$ cat src/rtl/windower_pkg.sv
// Shared definitions for the sample windower.
//   sample_t  : one multi-channel sample at the default geometry
//   state_t   : fill/run phases of the window scheduler
//   ptr_width : width of a pointer or counter that spans a given depth
package windower_pkg;

  localparam int DEF_NUM_CHS     = 2;
  localparam int DEF_SAMPLE_SIZE = 2;
  localparam int DEF_WINDOW_SIZE = 4;
  localparam int DEF_WINDOW_STEP = 2;
  localparam int DEF_CNT_W       = 16;

  typedef logic [DEF_NUM_CHS-1:0][DEF_SAMPLE_SIZE-1:0] sample_t;

  typedef enum logic {
    FILL = 1'b0,
    RUN  = 1'b1
  } state_t;

  // A depth of 1 still needs one bit so the pointer is never zero-width.
  function automatic int ptr_width(input int depth);
    return (depth <= 1) ? 1 : $clog2(depth);
  endfunction

endpackage

$ cat src/rtl/windower_stream_if.sv
// Bundle of stream-side signals around the windower.
//   en, samples, clear : sample input side
//   win_ready          : downstream acceptance
//   win_valid, window  : window output (window[0] = oldest sample)
//   win_count, overrun : accepted-window counter and dropped-window pulse
// Modport slave is the windower itself; master is whatever drives it.
interface windower_stream_if
  import windower_pkg::*;
#(
  parameter int NUM_CHS     = DEF_NUM_CHS,
  parameter int SAMPLE_SIZE = DEF_SAMPLE_SIZE,
  parameter int WINDOW_SIZE = DEF_WINDOW_SIZE,
  parameter int CNT_W       = DEF_CNT_W
);
  logic                                               en;
  logic [NUM_CHS-1:0][SAMPLE_SIZE-1:0]                samples;
  logic                                               clear;
  logic                                               win_ready;
  logic                                               win_valid;
  logic [WINDOW_SIZE-1:0][NUM_CHS-1:0][SAMPLE_SIZE-1:0] window;
  logic [CNT_W-1:0]                                   win_count;
  logic                                               overrun;

  modport slave (
    input  en, samples, clear, win_ready,
    output win_valid, window, win_count, overrun
  );

  modport master (
    output en, samples, clear, win_ready,
    input  win_valid, window, win_count, overrun
  );
endinterface

$ cat src/rtl/windower_stream_sample_ring.sv
// Circular sample store with a write pointer.
//   clk, nrst : clock, asynchronous active-low reset
//   i_wr_en   : store i_sample at the write pointer and advance it
//   i_clear   : return the write pointer to 0 (wins over i_wr_en)
//   i_sample  : incoming multi-channel sample
//   o_view    : oldest-first view of the ring as it will look after the
//               current write, i.e. o_view[WINDOW_SIZE-1] is i_sample itself
module sample_ring
  import windower_pkg::*;
#(
  parameter int NUM_CHS     = DEF_NUM_CHS,
  parameter int SAMPLE_SIZE = DEF_SAMPLE_SIZE,
  parameter int WINDOW_SIZE = DEF_WINDOW_SIZE
) (
  input  logic                                               clk,
  input  logic                                               nrst,
  input  logic                                               i_wr_en,
  input  logic                                               i_clear,
  input  logic [NUM_CHS-1:0][SAMPLE_SIZE-1:0]                i_sample,
  output logic [WINDOW_SIZE-1:0][NUM_CHS-1:0][SAMPLE_SIZE-1:0] o_view
);
  localparam int PW = ptr_width(WINDOW_SIZE);

  logic [NUM_CHS-1:0][SAMPLE_SIZE-1:0] r_mem [WINDOW_SIZE];
  logic [PW-1:0]                       r_wptr;

  always_ff @(posedge clk or negedge nrst) begin
    if (!nrst) begin
      r_wptr <= '0;
      for (int k = 0; k < WINDOW_SIZE; k++) r_mem[k] <= '0;
    end else if (i_clear) begin
      r_wptr <= '0;
    end else if (i_wr_en) begin
      r_mem[r_wptr] <= i_sample;
      r_wptr        <= (r_wptr == PW'(WINDOW_SIZE - 1)) ? '0 : r_wptr + PW'(1);
    end
  end

  // The slot about to be overwritten holds the oldest sample, so the
  // surviving history starts one past the write pointer and wraps.
  for (genvar gi = 0; gi < WINDOW_SIZE - 1; gi++) begin : g_view
    logic [PW:0]   w_sum;
    logic [PW-1:0] w_idx;
    assign w_sum = {1'b0, r_wptr} + (PW+1)'(gi + 1);
    assign w_idx = (w_sum >= (PW+1)'(WINDOW_SIZE)) ?
                   PW'(w_sum - (PW+1)'(WINDOW_SIZE)) : w_sum[PW-1:0];
    assign o_view[gi] = r_mem[w_idx];
  end
  assign o_view[WINDOW_SIZE-1] = i_sample;

endmodule

$ cat src/rtl/windower_stream.sv
// Streaming windower: collects one multi-channel sample per en into a ring
// and emits an oldest-first window of WINDOW_SIZE samples every WINDOW_STEP
// samples over a valid/ready handshake.
//   clk, nrst : clock, asynchronous active-low reset
//   bus       : en/samples/clear/win_ready in; win_valid/window/win_count/
//               overrun out (see windower_stream_if)
// A window falling due while the previous one is still held is dropped and
// flagged on overrun; the input side is never stalled.
module windower_stream
  import windower_pkg::*;
#(
  parameter int NUM_CHS     = DEF_NUM_CHS,
  parameter int SAMPLE_SIZE = DEF_SAMPLE_SIZE,
  parameter int WINDOW_SIZE = DEF_WINDOW_SIZE,
  parameter int WINDOW_STEP = DEF_WINDOW_STEP,
  parameter int CNT_W       = DEF_CNT_W
) (
  input  logic             clk,
  input  logic             nrst,
  windower_stream_if.slave bus
);
  localparam int PW = ptr_width(WINDOW_SIZE);

  if (WINDOW_SIZE < 2) begin : g_bad_size
    $error("windower_stream: WINDOW_SIZE must be at least 2");
  end
  if (WINDOW_STEP < 1 || WINDOW_STEP > WINDOW_SIZE) begin : g_bad_step
    $error("windower_stream: WINDOW_STEP must lie in 1..WINDOW_SIZE");
  end

  state_t        r_state, w_state_next;
  logic [PW-1:0] r_fill_cnt, w_fill_next;
  logic [PW-1:0] r_step_cnt, w_step_next;
  logic          w_due;

  logic [WINDOW_SIZE-1:0][NUM_CHS-1:0][SAMPLE_SIZE-1:0] w_view, r_window;
  logic             r_win_valid;
  logic             r_overrun;
  logic [CNT_W-1:0] r_win_count;
  logic             w_transfer;
  logic             w_held;

  sample_ring #(
    .NUM_CHS    (NUM_CHS),
    .SAMPLE_SIZE(SAMPLE_SIZE),
    .WINDOW_SIZE(WINDOW_SIZE)
  ) u_ring (
    .clk     (clk),
    .nrst    (nrst),
    .i_wr_en (bus.en),
    .i_clear (bus.clear),
    .i_sample(bus.samples),
    .o_view  (w_view)
  );

  assign w_transfer = r_win_valid & bus.win_ready;
  assign w_held     = r_win_valid & ~bus.win_ready;

  always_ff @(posedge clk or negedge nrst) begin
    if (!nrst) r_state <= FILL;
    else       r_state <= w_state_next;
  end

  always_comb begin
    w_state_next = r_state;
    w_fill_next  = r_fill_cnt;
    w_step_next  = r_step_cnt;
    w_due        = 1'b0;
    if (bus.clear) begin
      w_state_next = FILL;
      w_fill_next  = '0;
      w_step_next  = '0;
    end else if (bus.en) begin
      case (r_state)
        FILL: begin
          if (r_fill_cnt == PW'(WINDOW_SIZE - 1)) begin
            w_due        = 1'b1;
            w_state_next = RUN;
            w_fill_next  = '0;
            w_step_next  = '0;
          end else begin
            w_fill_next = r_fill_cnt + PW'(1);
          end
        end
        RUN: begin
          if (r_step_cnt == PW'(WINDOW_STEP - 1)) begin
            w_due       = 1'b1;
            w_step_next = '0;
          end else begin
            w_step_next = r_step_cnt + PW'(1);
          end
        end
        default: w_state_next = FILL;
      endcase
    end
  end

  always_ff @(posedge clk or negedge nrst) begin
    if (!nrst) begin
      r_fill_cnt <= '0;
      r_step_cnt <= '0;
    end else begin
      r_fill_cnt <= w_fill_next;
      r_step_cnt <= w_step_next;
    end
  end

  // A load on a transfer edge replaces the accepted window, so valid stays
  // high; a due window with the output held is lost and only flagged.
  always_ff @(posedge clk or negedge nrst) begin
    if (!nrst) begin
      r_window    <= '0;
      r_win_valid <= 1'b0;
      r_overrun   <= 1'b0;
      r_win_count <= '0;
    end else begin
      r_overrun <= 1'b0;
      if (w_transfer) r_win_count <= r_win_count + CNT_W'(1);
      if (bus.clear) begin
        r_win_valid <= 1'b0;
      end else if (w_due && !w_held) begin
        r_window    <= w_view;
        r_win_valid <= 1'b1;
      end else if (w_due) begin
        r_overrun <= 1'b1;
      end else if (w_transfer) begin
        r_win_valid <= 1'b0;
      end
    end
  end

  assign bus.win_valid = r_win_valid;
  assign bus.window    = r_window;
  assign bus.win_count = r_win_count;
  assign bus.overrun   = r_overrun;

endmodule

$ cat src/flat_wrapper.sv
// flat-port wrapper written by rule: the top's interface ports become plain ports
module windower_stream_flat import windower_pkg::*;
#(
  parameter int NUM_CHS     = DEF_NUM_CHS,
  parameter int SAMPLE_SIZE = DEF_SAMPLE_SIZE,
  parameter int WINDOW_SIZE = DEF_WINDOW_SIZE,
  parameter int WINDOW_STEP = DEF_WINDOW_STEP,
  parameter int CNT_W       = DEF_CNT_W
)
  (clk, nrst, bus_en, bus_samples, bus_clear, bus_win_ready, bus_win_valid, bus_window, bus_win_count, bus_overrun);
  windower_stream_if #(.NUM_CHS(NUM_CHS), .SAMPLE_SIZE(SAMPLE_SIZE), .WINDOW_SIZE(WINDOW_SIZE), .CNT_W(CNT_W)) bus_i ();
  input  logic clk;
  input  logic nrst;
  input wire logic [$bits(bus_i.en)-1:0] bus_en;
  input wire logic [$bits(bus_i.samples)-1:0] bus_samples;
  input wire logic [$bits(bus_i.clear)-1:0] bus_clear;
  input wire logic [$bits(bus_i.win_ready)-1:0] bus_win_ready;
  output wire logic [$bits(bus_i.win_valid)-1:0] bus_win_valid;
  output wire logic [$bits(bus_i.window)-1:0] bus_window;
  output wire logic [$bits(bus_i.win_count)-1:0] bus_win_count;
  output wire logic [$bits(bus_i.overrun)-1:0] bus_overrun;
  assign bus_i.en = bus_en;
  assign bus_i.samples = bus_samples;
  assign bus_i.clear = bus_clear;
  assign bus_i.win_ready = bus_win_ready;
  assign bus_win_valid = bus_i.win_valid;
  assign bus_window = bus_i.window;
  assign bus_win_count = bus_i.win_count;
  assign bus_overrun = bus_i.overrun;
  windower_stream #(.NUM_CHS(NUM_CHS), .SAMPLE_SIZE(SAMPLE_SIZE), .WINDOW_SIZE(WINDOW_SIZE), .WINDOW_STEP(WINDOW_STEP), .CNT_W(CNT_W)) u_core (.clk(clk), .nrst(nrst), .bus(bus_i));
endmodule
$ cat config.mk
export PLATFORM = sky130hd
export DESIGN_NAME = windower_stream_flat
export DESIGN_NICKNAME = d
export VERILOG_FILES = /design/src/rtl/windower_pkg.sv /design/src/rtl/windower_stream_if.sv /design/src/rtl/windower_stream_sample_ring.sv /design/src/rtl/windower_stream.sv /design/src/flat_wrapper.sv
export SDC_FILE = /design/constraint.sdc
export NUM_CORES = 1
export LEC_CHECK = 0
export CAP_MARGIN = 5
export CORE_MARGIN = 2
export CORE_UTILIZATION = 50
export DETAILED_ROUTE_END_ITERATION = 6
export PLACE_DENSITY_LB_ADDON = 0.3
export SLEW_MARGIN = 5
export SYNTH_ARGS = -nofsm -noshare
export SYNTH_HDL_FRONTEND = slang
export SYNTH_SLANG_ARGS = --single-unit
$ cat constraint.sdc
create_clock -name clk -period 3.46 [get_ports clk]
set_input_delay 0.346 -clock clk [delete_from_list [all_inputs] [get_ports clk]]
set_output_delay 0.346 -clock clk [all_outputs]
set_load 0.1 [all_outputs]
==> results.sh <==
export IMPL_crit_fanout=6
export IMPL_yosys_top_cells_count="dfrtp_1 (57), mux2_2 (30), xnor2_1 (14)"
export IMPL_via_per_inst=5.25
export IMPL_utilization_pct=63.8
export IMPL_cts_made_buffers=9
export IMPL_tns_ns=0
export IMPL_diodes=0
export IMPL_clock_sinks=57
export IMPL_ys_flop_type="dfrtp_1"
export IMPL_tightest_slew_ns=0.980
export IMPL_wl_mm=4.53
export IMPL_cts_tree="yes"
export IMPL_cts_root_buffer="clkbuf_8"
export IMPL_hold_path_class="input pin to asynchronous set/reset pin"
export IMPL_outcome="completed"
export IMPL_hold_viol=0
export IMPL_cts_setup_buffers=0
export IMPL_syn_nets=201
export IMPL_rows=26
export IMPL_cts_hold_buf=0
export IMPL_cts_max_path_buffers=2
export IMPL_fin_crit_sh_pct=66.2
export IMPL_drv_cap=0
export IMPL_syn_area_um2=2670
export IMPL_overflow=0
export IMPL_dpl_cell_count=294
export IMPL_port_buffers=42
export IMPL_rsz0062_at_grt="no"
export IMPL_die_w_um=77.0
export IMPL_fillers=448
export IMPL_end_kind="output port"
export IMPL_max_slew_margin_pct=34.5
export IMPL_vdd_drop_max_v=0.000336
export IMPL_ys_warn_count=0
export IMPL_crit_type="flop to output port"
export IMPL_insertion_delay_ns=0.33
export IMPL_place_hpwl_mm=3.21
export IMPL_antenna_found_initial=0
export IMPL_critical_path_arrival_ns=1.94
export IMPL_synthesis_instances=186
export IMPL_register_area_um2=1430
export IMPL_critPathTopFamily="buffers and inverters"
export IMPL_timing_critical_path_buf_inv=1
export IMPL_leakagePower_uw=0.00147
export IMPL_fmax_ghz=0.437
export IMPL_synth_edf_count=0
export IMPL_ys_types=30
export IMPL_setup_viol=0
export IMPL_nets=250
export IMPL_cts_resized=0
export IMPL_r2r_start="u_core.u_ring.r_wptr[0]$_DFFE_PN0P_"
export IMPL_dr_total_vias=1626
export IMPL_track_usage_pct=17.5
export IMPL_avgSynthCellArea_um2=14.3
export IMPL_max_stage_delay_ns=1.17
export IMPL_ys_async_sr_fraction_pct=100
export IMPL_cp_cell_sequence="clkdlybuf4s50_1"
export IMPL_yosysTopAreaCell="dfrtp_1"
export IMPL_drt_initial_drc_count=95
export IMPL_multi_input_area_um2=1170
export IMPL_skew_ns=0.00743
export IMPL_whs_ns=0.150
export IMPL_start_util_pct=51.9
export IMPL_grt_pass1_wl_mm=7.94
export IMPL_yosysTopAreaCellShare_pct=53.5
export IMPL_detail_route_antenna_nets=0
export IMPL_crit_start="u_core.bus.win_count[2]$_DFFE_PN0P_"
export IMPL_path_clk_slew_ns=0.06
export IMPL_core_um2=5140
export IMPL_die_area_um2=5930
export IMPL_drive_gt1_share_pct=25.0
export IMPL_firstDrtPassIters=4
export IMPL_num_io_pins=43
export IMPL_yosysSeqAreaShare_pct=53.5
export IMPL_worstPathRequired_ns=3.11
export IMPL_grt_pass1_vias=1587
export IMPL_fin_crit_ns=2.29
export IMPL_post_drt_wl_per_cell_um=14.6
export IMPL_areaGrowthSynthToFinish_pct=23.0
export IMPL_layout_cells_non_filler=310
export IMPL_slew_viol_final=0
export IMPL_cts_max_level=3
export IMPL_p_per_area_nw_per_um2=582
export IMPL_startpoint_type="flop"
export IMPL_grt_max_degree=42
export IMPL_crit_path_top_delay_cell="clkdlybuf4s50_1"
export IMPL_synthTopCellsByArea="dfrtp_1 (53%), mux2_2 (13%), mux4_2 (8.4%), xnor2_1 (4.6%), ha_1 (2.8%)"
export IMPL_ys_seq_elements=57
export IMPL_globalplace_congestion=0.746
export IMPL_synth_most_common_cell="dfrtp_1"
export IMPL_drc_errors=0
export IMPL_total_power_uw=1910
export IMPL_dieHeight_um=77.0
[power breakdown]
group          total [µW]  switching [µW]  internal [µW]
sequential            833            72.1            760
clock                 505             249            255
combinational         572             352            220
[final timing paths]
path	endpoint	slack [ns]	cells after the start
max reg2reg	u_core.bus.window[10]$_DFFE_PN0P_	1.31	5
max in group asynchronous	u_core.u_ring.r_mem[2]$_DFFE_PN0P_	2.55	2
max	bus_win_count[2]	1.17	1
min reg2reg	u_core.bus.win_count[15]$_DFFE_PN0P_	0.48	1
min in group clk	u_core.bus.win_count[15]$_DFFE_PN0P_	0.48	1
min	u_core.bus.window[11]$_DFFE_PN0P_	0.15	1
[registers in the layout (all words and copies together) (netlist names)]
register,cells
u_core.bus.win_count,16
u_core.bus.window,16
u_core.u_ring.r_mem,16
u_core.r_fill_cnt,2
u_core.r_step_cnt,2
u_core.u_ring.r_wptr,2
u_core.bus.overrun,1
u_core.bus.win_valid,1
u_core.r_state,1
[cell type report]
type                       instances  area share [%]
clock inverter                     4           0.610
inverter                           3           0.343
clock buffer                      12            4.12
timing repair buffer              44            13.1
sequential                        57            43.5
tap                               70            2.67
multi-input combinational        120            35.7
[cell usage in the layout (no fill, tap or decap), types with 4 or more instances in the layout]
| cell type | instances |
|---|---|
| ha_1 | 6 |
| nand3_1 | 4 |
| xnor2_1 | 14 |
| clkbuf_8 | 9 |
| nand2_1 | 12 |
| clkinv_2 | 4 |
| dfrtp_1 | 57 |
| mux2_2 | 30 |
| nand4_1 | 4 |
| nor2_1 | 11 |
| clkdlybuf4s50_1 | 41 |
| mux4_2 | 10 |
[layer usage]
| layer | routed length [µm] | share of wire, % | vias up | track usage (%) |
|---|---|---|---|---|
| met5 | 0 | 0 | - | 0 |
| met1 | 2060 | 46 | 829 | 23.3 |
| met2 | 2260 | 50 | 28 | 27.5 |
| met4 | 45 | 0.99 | 0 | 5.36 |
| li1 | - | - | 764 | - |
| met3 | 162 | 3.6 | 5 | 5.65 |
[through the flow]
stage / instance area (µm²) / worst slack (ns)
after floorplan: 2670 / 1.28
after global placement: 3130 / 1.36
after detailed placement: 3130 / 1.32
after CTS: 3280 / 1.16
after global routing: 3280 / 1.12
final: 3280 / 1.17
[logic make-up (layout without fill, tap and decap cells)]
family | count (synthesis) | after routing | synth area share (%)
fa+ha+maj | 6 | 6 | 2.82
flops | 57 | 57 | 53.5
xor+xnor | 16 | 16 | 5.26
mux | 48 | 48 | 25.5
buf+inv | 9 | 63 | 2.63
compound gates | 7 | 7 | 1.92
simple gates | 43 | 43 | 8.40
No activity file was read; power rests on OpenSTA's default activity.
==> RTL change 1, RTL diff (config.mk and constraints unchanged) <==
The package constant `DEF_CNT_W` goes from 16 to 32.
--- a/src/rtl/windower_pkg.sv
+++ b/src/rtl/windower_pkg.sv
@@ -10,3 +10,3 @@
   localparam int DEF_WINDOW_STEP = 2;
-  localparam int DEF_CNT_W       = 16;
+  localparam int DEF_CNT_W       = 32;
 
Ports: changed (resized bus_win_count); port bits go from 43 to 59. No check against the original RTL was run, so the function may have changed too.
==> RTL change 1 against the unedited design <==
Combinational power is 13% lower; power up 15%; count of clock-buffer cells in the layout unchanged; area after synthesis increased by 28%; sequential cell count up 16; final area increased by 30%; sequential share of layout area down 0.66 points; first-iteration DRC count shrank 27%; worst setup slack worse by 0.035 ns; critical path depth is the same; clock skew rose by 0.0049 ns; wire length up 39%.
==> RTL change 1: results (changes against the unedited design) <==
| Metric | Value |
|---|---|
| Status | `finished clean` |
| Port Buffer Count | `58 (+38%)` |
| Critical path arrival | `1.98 ns (+0.04 ns)` |
| Reg2reg setup slack | `1.42 ns (+0.11 ns)` |
| Commonest cells in the netlist | `dfrtp_1, mux2_2, xnor2_1` |
| Share of layout cells above drive strength 1 | `20.73% (-4.3 points)` |
| Seq/Total Area, Yosys | `53.66% (+0.16 points)` |
| Critical path peak fanout | `5 (-1)` |
| Final hold slack | `0.4848 ns (+0.3352 ns)` |
| DR vias/cell | `5.576 (+6.3%)` |
| Syn_nets | `276 (+37%)` |
| Largest net degree at the start of global routing | `53 (+26%)` |
| First-iteration detailed-routing DRC count | `69 (-27%)` |
| Final nets | `338 (+35%)` |
| Filler cell count | `521 (+16%)` |
| Largest cells by area after synthesis | `dfrtp_1, mux2_2, mux4_2` |
| Max-slew headroom | `32.53% (-1.9 points)` |
| First-pass GRT wire length | `10700 um (+35%)` |
| Drt total wl | `6287 um (+39%)` |
| DPL Wire Length | `4434 um (+38%)` |
| P_leak | `1.881 nW (+28%)` |
| Vias in the first global route | `2229 (+40%)` |
| Worst Clk Skew | `0.01231 ns (+0.004877 ns)` |
| Clock Pin Slew Worst Setup and Hold Paths | `0.08 ns (+0.02 ns)` |
| Gpl congestion | `0.7355 (-1.4%)` |
| Clock Latency Late Sink | `0.35 ns (+0.02 ns)` |
## RTL change 1: changes by cell type in the layout (fill, tap and decap cells not counted), moves of 4 or more
cell and delta:
clkdlybuf4s50_1 +16, dfrtp_1 +16, xnor2_1 +12, nand4_1 +10, nand3_1 +7, and3_1 +5, nor2_1 +4
## RTL change 1: report_power, final
group	total [mW]	switching, mW	internal (mW)
Sequential	1.00	0.0688	0.936
Clock	0.698	0.307	0.391
Combinational	0.496	0.300	0.196
Total	2.20	0.675	1.52
## RTL change 1: routing by layer
metal | global-route usage, % | share of wire [%] | up-vias
li1 | - | - | 1057
met1 | 23.73 | 44 | 1153
met2 | 30.28 | 50 | 56
met3 | 4.667 | 3.9 | 9
met4 | 7.528 | 1.2 | 0
met5 | 0 | 0 | -
## RTL change 1: path summary, 6_finish.rpt
kind	end	cells after the start	startpoint
worst max-delay path	bus_win_count[8]	1	u_core.bus.win_count[8]
worst min-delay path	u_core.bus.win_count[10]	2	nrst
worst max register to register	u_core.bus.window[6]	4	u_core.r_fill_cnt[0]
worst min register to register	u_core.bus.win_count[31]	1	u_core.bus.win_count[31]
max in group asynchronous	u_core.u_ring.r_mem[3]	3	nrst
min in group clk	u_core.bus.win_count[31]	1	u_core.bus.win_count[31]
## RTL change 1: kinds of logic (layout without fill, tap and decap cells)
family	Yosys count	after routing	share of synthesized area, %
and+or+nand+nor	79	79	12.79
DFF	73	73	53.66
muxes	48	48	19.74
xor gates and xnor gates	31	31	7.975
buffers and inverters	16	83	2.242
AOI/OAI and AO/OA	8	8	1.396
adders and majority gates	6	6	2.205
## RTL change 1: repair_timing
item,CTS,global route
hold buffers,1,0
resized for setup,0,0
setup endpoints to repair,0,0
hold endpoints to repair,21,0
## RTL change 1: area by class of cell
class / instances / area share (%)
timing repair buffer: 61 / 14.08
tap: 80 / 2.346
multi-input combinational: 172 / 35.19
inverter: 6 / 0.5279
clock inverter: 4 / 1.173
clock buffer: 12 / 3.871
sequential: 73 / 42.82
## RTL change 1: through the flow
step | utilization, % | setup WS (ns) | total power [mW] | instance area [um^2] | cells
after CTS | 63.86 | 1.110 | 2.221 | 4267 | 408
after floorplan | - | 1.127 | 1.385 | 3405 | 261
final | 63.86 | 1.135 | 2.198 | 4267 | 408
after detailed placement | 60.49 | 1.189 | 1.519 | 4041 | 391
after global routing | 63.86 | 1.082 | 2.293 | 4267 | 408
after global placement | 60.49 | 1.201 | 1.505 | 4041 | 391
==> RTL change 2, RTL diff (config.mk and constraints unchanged) <==
Made on the original files. Reset style: synchronous (`nrst`), changed in 4 clocked blocks. Comments in the files are not updated.
--- a/src/rtl/windower_stream_sample_ring.sv
+++ b/src/rtl/windower_stream_sample_ring.sv
@@ -26,3 +26,3 @@
 
-  always_ff @(posedge clk or negedge nrst) begin
+  always_ff @(posedge clk) begin
     if (!nrst) begin
--- a/src/rtl/windower_stream.sv
+++ b/src/rtl/windower_stream.sv
@@ -58,3 +58,3 @@
 
-  always_ff @(posedge clk or negedge nrst) begin
+  always_ff @(posedge clk) begin
     if (!nrst) r_state <= FILL;
@@ -97,3 +97,3 @@
 
-  always_ff @(posedge clk or negedge nrst) begin
+  always_ff @(posedge clk) begin
     if (!nrst) begin
@@ -109,3 +109,3 @@
   // high; a due window with the output held is lost and only flagged.
-  always_ff @(posedge clk or negedge nrst) begin
+  always_ff @(posedge clk) begin
     if (!nrst) begin
Behaviour: differs if nrst is asserted again (counterexample within 10 cycles, from zero or initial values and one cycle with nrst low); with nrst held inactive, the same outputs for 10 cycles.
==> RTL change 2 against the unedited design <==
Cell count is 15% higher; area after synthesis is 0.84% lower; wire length grew 1.2%; sequential cell count is the same; via count rose by 12%; worst setup slack about the same; die area decreased by 0.80%; final area increased by 0.15%; synthesized cell count increased by 27%.
Power is not compared: it rests on default switching activity, and its combinational part moved more than twofold at a synthesized area within 25%.
==> RTL change 2: results (changes against the unedited design) <==
| Metric | Value |
|---|---|
| Reg-to-Reg Start | `u_core.u_ring.r_wptr[0]` |
| Async SR Flop Fraction | `0% (-100 points)` |
| Post-DR wirelength/cell | `12.91 um (-12%)` |
| Share of layout cells above drive strength 1 | `12.28% (-13 points)` |
| R2R Path End | `u_core.bus.window[0]` |
| Reg2reg setup slack | `1.50 ns (+0.19 ns)` |
| Largest cells by area after synthesis | `dfxtp_1, edfxtp_1, mux4_2` |
| P_leak | `1.291 nW` |
| Max-slew headroom | `33.69% (-0.78 points)` |
| PostCTS Resize Cnt | `0 (unchanged)` |
| Commonest cells in the netlist | `dfxtp_1, nor2_1, mux2i_1` |
| Seq/Total Area, Yosys | `49.22% (-4.3 points)` |
| Vias in the first global route | `1657 (+4.4%)` |
| Placed Area | `3083 um^2 (-1.4%)` |
| Post-synth EDFFs | `16 (+16)` |
| First-iteration detailed-routing DRC count | `93 (-2.1%)` |
| CP startpoint | `u_core.bus.win_count[5]` |
| Worst Clk Skew | `0.008068 ns (+0.0006385 ns)` |
| Hold Path Class | `flip-flop to flip-flop` |
| Status | `finished clean` |
| Largest net degree at the start of global routing | `30 (-29%)` |
| First-pass GRT wire length | `7755 um (-2.3%)` |
| Syn_nets | `249 (+24%)` |
| Library cells used by synthesis | `37 (+23%)` |
| Final nets | `292 (+17%)` |
| Min-delay src | `u_core.r_step_cnt[1]` |
| Gpl congestion | `0.7882 (+5.7%)` |
| DPL Wire Length | `3306 um (+3.1%)` |
| DR vias/cell | `5.132 (-2.1%)` |
| CTS root buffer | `clkbuf_8` |
| Global Route Usage Sum | `16.81% (-0.67 points)` |
| Slowest stage delay, CP | `1.17 ns (about the same)` |
==> RTL change 2: cell families after synthesis <==
group           Yosys count  synth area share, %
simple gates            102                20.26
flops                    57                49.22
mux                      33                18.17
buf+inv                  18                3.881
compound gates           13                3.408
xor+xnor                 11                3.644
fa+ha+maj                 3                1.420
==> RTL change 2: layout make-up <==
cell class	count	area, um^2
fillers	421	1822
well taps	70	87.58
clock inverters	1	5.005
repair buffers	43	427.9
multi-input cells	162	1240
inverters	7	26.28
flip-flops and latches	57	1301
clock buffers	15	197.7
==> RTL change 2: worst max-delay path by stage <==
stage	endpoint	slack [ns]
finish	bus_win_count[5]	1.17
global route	bus_win_count[5]	1.10
floorplan	u_core.bus.win_count[12]	1.38
CTS	bus_win_count[5]	1.16
detailed placement	u_core.u_ring.r_mem[0][3]	1.15
global placement	u_core.u_ring.r_mem[1][2]	1.20
==> RTL change 2: stage by stage <==
step                      cells  worst slack (ns)  hold WS, ns  power (mW)
after CTS                   355             1.155       0.4326       1.398
after global placement      339             1.199       0.4168      0.7908
after floorplan             237             1.383       0.4055      0.7698
final                       355             1.169       0.4326       1.381
after global routing        355             1.098       0.4720       1.434
after detailed placement    339             1.148       0.4231      0.7920
==> RTL change 2: per-layer routing <==
metal	GRT usage, %	routed length, um	vias up
li1	-	-	925
met1	22.17	2287	851
met2	26.05	2034	40
met3	5.412	207	6
met4	6.000	53	0
met5	0	0	-
==> RTL change 2: where the power goes <==
part	total, mW	switching (mW)	leakage [nW]	internal [mW]
clock	0.605	0.243	0.105	0.362
combinational	0.0709	0.0352	0.693	0.0356
sequential	0.706	0.00849	0.493	0.697
total	1.38	0.286	1.29	1.09
